===== src/rtl/alu_arbiter.sv =====
// alu_arbiter
// Shares one combinational ALU between two requesters using round-robin
// arbitration. A granted request has its operands and opcode registered and
// driven to the ALU. The result is captured one cycle later and returned on a
// valid/ready response channel, tagged with the requester ID.
//
// Ports
//   i_clk, i_reset              clock, synchronous active-high reset
//   i_valid_k, i_data_a_k,
//   i_data_b_k, i_op_k          request from requester k (k = 0, 1)
//   o_ready_k                   request k accepted on an edge where valid&&ready
//   o_alu_data_a/b, o_alu_op    registered operands and opcode to the ALU
//   i_alu_result                combinational ALU result
//   o_rsp_valid/id/result/err   response; err flags an illegal opcode
//   i_rsp_ready                 consumer takes the response on valid&&ready
//   o_busy                      FSM is not idle
module alu_arbiter #(
    parameter int NB_DATA = 8,
    parameter int NB_OP   = 6
) (
    input  logic               i_clk,
    input  logic               i_reset,
    input  logic               i_valid_0,
    input  logic [NB_DATA-1:0] i_data_a_0,
    input  logic [NB_DATA-1:0] i_data_b_0,
    input  logic [NB_OP-1:0]   i_op_0,
    input  logic               i_valid_1,
    input  logic [NB_DATA-1:0] i_data_a_1,
    input  logic [NB_DATA-1:0] i_data_b_1,
    input  logic [NB_OP-1:0]   i_op_1,
    output logic               o_ready_0,
    output logic               o_ready_1,
    output logic [NB_DATA-1:0] o_alu_data_a,
    output logic [NB_DATA-1:0] o_alu_data_b,
    output logic [NB_OP-1:0]   o_alu_op,
    input  logic [NB_DATA-1:0] i_alu_result,
    output logic               o_rsp_valid,
    output logic               o_rsp_id,
    output logic [NB_DATA-1:0] o_rsp_result,
    output logic               o_rsp_err,
    input  logic               i_rsp_ready,
    output logic               o_busy
);

    localparam logic [NB_OP-1:0] OP_ADD = 6'b100000;
    localparam logic [NB_OP-1:0] OP_SUB = 6'b100010;
    localparam logic [NB_OP-1:0] OP_AND = 6'b100100;
    localparam logic [NB_OP-1:0] OP_OR  = 6'b100101;
    localparam logic [NB_OP-1:0] OP_XOR = 6'b100110;
    localparam logic [NB_OP-1:0] OP_NOR = 6'b100111;
    localparam logic [NB_OP-1:0] OP_SRA = 6'b000011;
    localparam logic [NB_OP-1:0] OP_SRL = 6'b000010;

    typedef enum logic [1:0] {
        IDLE = 2'd0,
        EXEC = 2'd1,
        RESP = 2'd2
    } state_t;

    state_t             state_q, state_d;
    logic               ptr_q, ptr_d;           // requester favoured on contention
    logic               id_q, id_d;
    logic [NB_DATA-1:0] a_q, a_d;
    logic [NB_DATA-1:0] b_q, b_d;
    logic [NB_OP-1:0]   op_q, op_d;
    logic               rsp_valid_q, rsp_valid_d;
    logic [NB_DATA-1:0] rsp_result_q, rsp_result_d;
    logic               rsp_err_q, rsp_err_d;
    logic               op_legal;
    logic               grant_0, grant_1;

    always_comb begin
        op_legal = 1'b0;
        case (op_q)
            OP_ADD, OP_SUB, OP_AND, OP_OR,
            OP_XOR, OP_NOR, OP_SRA, OP_SRL: op_legal = 1'b1;
            default:                        op_legal = 1'b0;
        endcase
    end

    // Grants are purely combinational so a valid that rises on the cycle the
    // FSM returns to IDLE is granted in that same cycle.
    always_comb begin
        grant_0 = 1'b0;
        grant_1 = 1'b0;
        if (state_q == IDLE && !i_reset) begin
            if (i_valid_0 && i_valid_1) begin
                grant_0 = !ptr_q;
                grant_1 = ptr_q;
            end else begin
                grant_0 = i_valid_0;
                grant_1 = i_valid_1;
            end
        end
    end

    always_comb begin
        state_d      = state_q;
        ptr_d        = ptr_q;
        id_d         = id_q;
        a_d          = a_q;
        b_d          = b_q;
        op_d         = op_q;
        rsp_valid_d  = rsp_valid_q;
        rsp_result_d = rsp_result_q;
        rsp_err_d    = rsp_err_q;
        case (state_q)
            IDLE: begin
                if (grant_0) begin
                    a_d     = i_data_a_0;
                    b_d     = i_data_b_0;
                    op_d    = i_op_0;
                    id_d    = 1'b0;
                    ptr_d   = 1'b1;
                    state_d = EXEC;
                end else if (grant_1) begin
                    a_d     = i_data_a_1;
                    b_d     = i_data_b_1;
                    op_d    = i_op_1;
                    id_d    = 1'b1;
                    ptr_d   = 1'b0;
                    state_d = EXEC;
                end
            end
            EXEC: begin
                // Illegal opcodes still complete, but never leak the ALU's
                // undefined output.
                rsp_result_d = op_legal ? i_alu_result : '0;
                rsp_err_d    = !op_legal;
                rsp_valid_d  = 1'b1;
                state_d      = RESP;
            end
            RESP: begin
                if (i_rsp_ready) begin
                    rsp_valid_d = 1'b0;
                    state_d     = IDLE;
                end
            end
            default: state_d = IDLE;
        endcase
    end

    always_ff @(posedge i_clk) begin
        if (i_reset) begin
            state_q      <= IDLE;
            ptr_q        <= 1'b0;
            id_q         <= 1'b0;
            a_q          <= '0;
            b_q          <= '0;
            op_q         <= '0;
            rsp_valid_q  <= 1'b0;
            rsp_result_q <= '0;
            rsp_err_q    <= 1'b0;
        end else begin
            state_q      <= state_d;
            ptr_q        <= ptr_d;
            id_q         <= id_d;
            a_q          <= a_d;
            b_q          <= b_d;
            op_q         <= op_d;
            rsp_valid_q  <= rsp_valid_d;
            rsp_result_q <= rsp_result_d;
            rsp_err_q    <= rsp_err_d;
        end
    end

    assign o_ready_0    = grant_0;
    assign o_ready_1    = grant_1;
    assign o_alu_data_a = a_q;
    assign o_alu_data_b = b_q;
    assign o_alu_op     = op_q;
    assign o_rsp_valid  = rsp_valid_q;
    assign o_rsp_id     = id_q;
    assign o_rsp_result = rsp_result_q;
    assign o_rsp_err    = rsp_err_q;
    assign o_busy       = (state_q != IDLE);

endmodule


===== config.mk =====
export PLATFORM = sky130hd
export DESIGN_NAME = alu_arbiter
export DESIGN_NICKNAME = d
export VERILOG_FILES = /design/src/rtl/alu_arbiter.sv
export SDC_FILE = /design/constraint.sdc
export NUM_CORES = 1
export LEC_CHECK = 0
export BUFFER_PORTS_ARGS = -buffer_cell sky130_fd_sc_hd__clkbuf_2
export CORE_MARGIN = 1
export CORE_UTILIZATION = 39
export CTS_CLUSTER_SIZE = 14
export DETAILED_ROUTE_END_ITERATION = 10
export HOLD_SLACK_MARGIN = 0.05
export PLACE_DENSITY = 0.74
export SETUP_SLACK_MARGIN = 0.3
export SLEW_MARGIN = 20
export SYNTH_ARGS = -nofsm -noshare
export SYNTH_HDL_FRONTEND = slang
export SYNTH_SLANG_ARGS = --single-unit
export TNS_END_PERCENT = 50

===== constraint.sdc =====
create_clock -name i_clk -period 1.2 [get_ports i_clk]
set_clock_uncertainty 0.05 [all_clocks]
set_input_delay 0.12 -clock i_clk [delete_from_list [all_inputs] [get_ports i_clk]]
set_output_delay 0.12 -clock i_clk [all_outputs]
set_load 0.005 [all_outputs]

==> results of run 1 <==
## cell usage after synthesis (2+ instances only)
cell type  number  share of area
buf_4           2         0.0094
buf_6           2          0.014
buf_2           6          0.019
o21ai_0         2         0.0062
a21oi_1        19          0.059
nand2b_1        3          0.012
nor2_1          3         0.0070
a311oi_1       14          0.077
o32ai_1         8          0.044
inv_1          19          0.044
nand2_1        31          0.073
a221o_1         8          0.050
and3_1          8          0.031
dfxtp_1        36           0.45
nor2b_1         2         0.0078
## through the flow
step,util,setup slack [ns],setup TNS [ns]
2_1_floorplan,-,-0.0336,-0.302
3_3_place_gp,0.576,-0.0764,-1.09
3_5_place_dp,0.576,-0.130,-1.69
4_1_cts,0.706,-0.201,-4.77
5_1_grt,0.720,-0.299,-6.77
6_report,0.720,-0.205,-5.15
## worst max-delay path, cell delays in order, from the launching register on
cell and delay, ns:
dfxtp_4 0.35, nor3_4 0.26, buf_12 0.15, nand2_4 0.04
inv_2 0.05, clkbuf_2 0.10
## layout make-up
cell class | count | area [um^2]
clock buffers | 8 | 90.1
fillers | 294 | 1060
inverters | 20 | 75.1
multi-input cells | 114 | 862
flip-flops and latches | 36 | 731
well taps | 48 | 60.1
repair buffers | 141 | 917
## report_power, final
| group | total (mW) | internal (mW) | switching, mW |
|---|---|---|---|
| registers | 1.37 | 1.30 | 0.0774 |
| logic | 0.805 | 0.437 | 0.368 |
| clock network | 0.865 | 0.468 | 0.398 |
| total | 3.04 | 2.20 | 0.843 |
## how the worst max path moves through the flow
stage / to / slack, ns / cells past startpoint
3_3_place_gp: o_alu_op[2] / -0.08 / 3
4_1_cts: o_ready_1 / -0.20 / 4
5_1_grt: o_alu_data_a[6] / -0.30 / 5
6_report: o_ready_0 / -0.20 / 5
3_5_place_dp: o_alu_data_a[7] / -0.13 / 4
2_1_floorplan: o_alu_data_a[7] / -0.03 / 4
## cell families after synthesis
group	synth area share
AO/OA/AOI/OAI	0.274
buffers and inverters	0.0913
flip-flops	0.450
AND/OR/NAND/NOR	0.185
## what timing repair did
action                     in CTS  in global routing
resized for setup              28                  6
pin swaps                      11                  7
setup endpoints to repair      62                 72
cloned                          3                  0
buffers inserted                8                  3
hold endpoints to repair       25                  8
## state kept, by name, indices dropped and copies added (netlist names)
register      flops
o_alu_data_a      8
o_alu_data_b      8
o_alu_op          6
o_rsp_err         1
o_rsp_id          1
o_rsp_result      8
o_rsp_valid       1
ptr_q             1
state_q           2
## layer usage
layer  global-route usage  routed length, um  vias up
li1                     -                  -      923
met1                0.295               2130      866
met2                0.395               2580       75
met3               0.0483                291        4
met4               0.0878                 45        0
met5                    0                  0        -
==> flow_metrics.tcl, run 1 <==
set metrics [dict create \
    status "finished with violations" \
    violations "negative setup slack" \
    syn_nets 236 \
    synth_flop_cell "dfxtp_1" \
    report.final.slew_viol_count 0 \
    start_util 0.422 \
    dp.cells 324 \
    setup_slack_ns -0.205 \
    fin_crit_ns 1.40 \
    clock.fmax_mhz 712 \
    path_clk_slew_ns 0.07 \
    final-instance-count-excl-fill 367 \
    vias 1868 \
    required_ns 1.03 \
    ctsHoldBuffers 21 \
    rrSetupSlack_ns -0.20 \
    grt_usage 0.236 \
    holdPathStages 2 \
    grt_pass1_wl_mm 7.91 \
    clk_latency_ns 0.28 \
    seq_area_frac_synth 0.450 \
    cts-root-buf "clkbuf_8" \
    cts_tree "done" \
    peakVddDrop_mv 0.638 \
    min_from "i_data_a_1[3]" \
    numCtsBuffers 5 \
    timing.rr.start "state_q[0]" \
    p_per_area_nw_per_um2 1110 \
    drc 0 \
    die_w_um 66.1 \
    worstHoldPathType "in -> reg" \
    cts_max_level 2 \
    postSynthAreaPerCell_um2 8.95 \
    async_reset_ff_frac 0 \
    crit_arrival_ns 1.23 \
    placed_cell_area_um2 2190 \
    port_buffers 92 \
    antennaDiodeCount 0 \
    critical_path_class "reg -> out" \
    cts_buffer_depth 2 \
    r2r_end "o_alu_data_a[6]" \
    rsz0062_at_grt "yes" \
    grt_overflow_total 0 \
    final_layout_size_suffix_gt1_frac 0.492 \
    rows 22 \
    gp_congestion 0.720 \
    worstSetupStartpoint "state_q[0]" \
    synthToLayoutAreaGrowth_pct 70.6 \
    dr.pass1.iters 4 \
    ys_ff_latch 36 \
    worstMarginPinSlew_ns 0.340 \
    total_power_mw 3.04 \
    final_nets 375 \
    viasPerCell 5.09 \
    period_share 1.17 \
    final_common_cell "clkbuf_2" \
    hold_slack_ns 0.00746 \
    totalWireLength_mm 5.05 \
    layout_common_cells "92 x clkbuf_2, 32 x dfxtp_1, 30 x nand2_1" \
    synth_warnings 0 \
    cts_sinks 36 \
    relSlewSlack 0.773 \
    synthCells 179 \
    fin_area_um2 2740 \
    die-area_um2 4370 \
    die_h_um 66.1 \
    core_um2 3800 \
    hpwl_mm 3.07 \
    power.leakage_nw 1.32 \
    wire_per_inst_um 13.8 \
    setup_viol 38 \
    max_cap_viol_count 0 \
    end_kind "output pin" \
    ioPinCount 93 \
    drtAntennaViolNets 0 \
    worst_r2r_path_depth 4 \
    yosysUniqueCellTypes 31 \
    drt_iter0_drc 50 \
    synth_area_um2 1600 \
    antenna_found_initial 0 \
    cp-start-kind "flip-flop" \
    synth_edf_count 0 \
    hold_path_end "o_alu_data_a[3]" \
    grt_max_degree 15 \
    grt_pass1_vias 1777 \
    hold_violations 0 \
    critPathMaxFanout 3 \
]
No activity file was read; power rests on OpenSTA's default activity.
==> run 2, diff against run 1 <==
- CELL_PAD_IN_SITES_DETAIL_PLACEMENT: not set -> 1
- CELL_PAD_IN_SITES_GLOBAL_PLACEMENT: not set -> 2
- CORE_UTILIZATION: 39 -> 21
==> run 2 against run 1 <==
The flow still finishes with violations (negative setup slack). Sequential share of layout area down 2.8 points. Worst setup slack got worse by 0.049 ns. Utilization decreased by 30 points. Clock-buffer cell count is 2 lower. Critical endpoint unchanged.
==> flow_metrics.tcl, run 2 (synthesis results as in run 1) <==
set metrics [dict create \
    gp_congestion 0.736 \
    ctsHoldBuffers 30 \
    slowest_delay_ns 0.37 \
    grt_max_degree 15 \
    worstMarginPinSlew_ns 0.801 \
    clk_latency_ns 0.29 \
    final_nets 390 \
    rsz0062_at_grt "yes" \
    final_util 0.419 \
    crit_arrival_ns 1.28 \
    critPathMaxFanout 5 \
    place_ws_ns -0.142 \
    grt_overflow_total 0 \
    hold_violations 0 \
    crit_path_frequent_cell "buf_6" \
    drc 0 \
    rrSetupSlack_ns -0.20 \
    setup_slack_ns -0.254 \
    grt_pass1_wl_mm 9.80 \
    start_util 0.219 \
    fillers 893 \
    vias 1925 \
    die_h_um 89.4 \
    worstHoldPathType "in -> reg" \
    viasPerCell 4.45 \
    path_cells "nor3_4 > buf_6 > nand2_4 > inv_2 > buf_6" \
    end_kind "output pin" \
    rows 31 \
    port_buffers 92 \
    clock.fmax_mhz 688 \
    critical_path_class "reg -> out" \
    die-area_um2 7990 \
    min_from "i_data_a_1[1]" \
    core_um2 7330 \
    antennaDiodeCount 0 \
    totalWireLength_mm 6.46 \
    peakVddDrop_mv 0.421 \
    cts-root-buf "clkbuf_8" \
    drtAntennaViolNets 0 \
    cp-start-kind "flip-flop" \
    ioPinCount 93 \
    dp.cells 377 \
    cts_buffer_depth 2 \
    report.final.slew_viol_count 0 \
    required_ns 1.03 \
    cts_sinks 36 \
    cts_max_level 2 \
    dr.pass1.iters 4 \
    p_per_area_nw_per_um2 1100 \
    timing.rr.start "state_q[1]" \
    status "finished with violations" \
    final_layout_size_suffix_gt1_frac 0.521 \
    worstSetupStartpoint "state_q[1]" \
    wire_per_inst_um 14.9 \
    synthToLayoutAreaGrowth_pct 91.8 \
    numCtsBuffers 5 \
    period_share 1.21 \
    worst_path_max_delay_cell "dfxtp_4" \
    layout_common_cells "88 x clkbuf_2, 31 x dfxtp_1, 30 x nand2_1, 30 x dlygate4sd3_1, 22 x buf_4" \
    power.leakage_nw 1.42 \
    max_cap_viol_count 0 \
    path_clk_slew_ns 0.07 \
    path_delay_family "flip-flops" \
    relSlewSlack 0.464 \
    fin_crit_ns 1.45 \
    setup_viol 38 \
    hpwl_mm 4.07 \
    total_power_mw 3.39 \
    die_w_um 89.4 \
    drt_iter0_drc 37 \
    final_common_cell "clkbuf_2" \
    regArea_um2 734 \
    antenna_found_initial 0 \
    cts_tree "done" \
    final-instance-count-excl-fill 433 \
    grt_usage 0.166 \
    grt_pass1_vias 2024 \
    cp_num_buf_inv 3 \
    violations "negative setup slack" \
    multi_input_area_um2 923 \
]
[run 2: changes by cell type in the layout (fill, tap and decap cells not counted), sizes merged]
cell,previous run,this run
clkinv,0,1
buf,28,38
clkbuf,100,94
dlygate4sd3,21,30
bufinv,0,1
[run 2: through the flow]
| step | area [um^2] | hold WS [ns] | setup TNS (ns) |
|---|---|---|---|
| after global placement | 2280 | 0.296 | -1.60 |
| after detailed placement | 2280 | 0.299 | -2.30 |
| after floorplan | 1610 | 0.209 | -0.302 |
| after CTS | 2890 | -0.00499 | -5.47 |
| final | 3070 | 0.00717 | -6.32 |
| after global routing | 3070 | 0.00349 | -8.26 |
[run 2: final cells by class]
class / count / share of cell area
repair buffers: 156 / 0.360
multi-input cells: 114 / 0.300
well taps: 99 / 0.0403
flip-flops and latches: 36 / 0.239
clock buffers: 6 / 0.0236
inverters: 20 / 0.0252
clock inverters: 2 / 0.0114
[run 2: layer usage]
metal  vias up  share of wire  GRT usage  wire, um
met1       893           0.44      0.197      2840
met2        67           0.50      0.291      3220
li1        958              -          -         -
met3         7          0.049     0.0397       318
met5         -              0          0         0
met4         0          0.013     0.0592        82
[run 2: where the power goes]
part	total, mW	switching [mW]	internal [mW]
logic	0.945	0.425	0.520
registers	1.38	0.0799	1.30
clock network	1.07	0.453	0.617
total	3.39	0.958	2.43
[run 2: worst paths after layout]
check                          to  depth (start not counted)
hold / removal    o_alu_data_a[1]                          2
setup reg to reg      o_alu_op[2]                          5
setup / recovery        o_ready_0                          5
hold reg to reg   o_rsp_result[6]                          2
[run 2: timing repair]
action | CTS | global route
resized for setup | 29 | 28
buffers inserted | 10 | 6
hold endpoints to repair | 29 | 8
pin swaps | 14 | 29
setup endpoints to repair | 71 | 72
gates cloned | 2 | 0
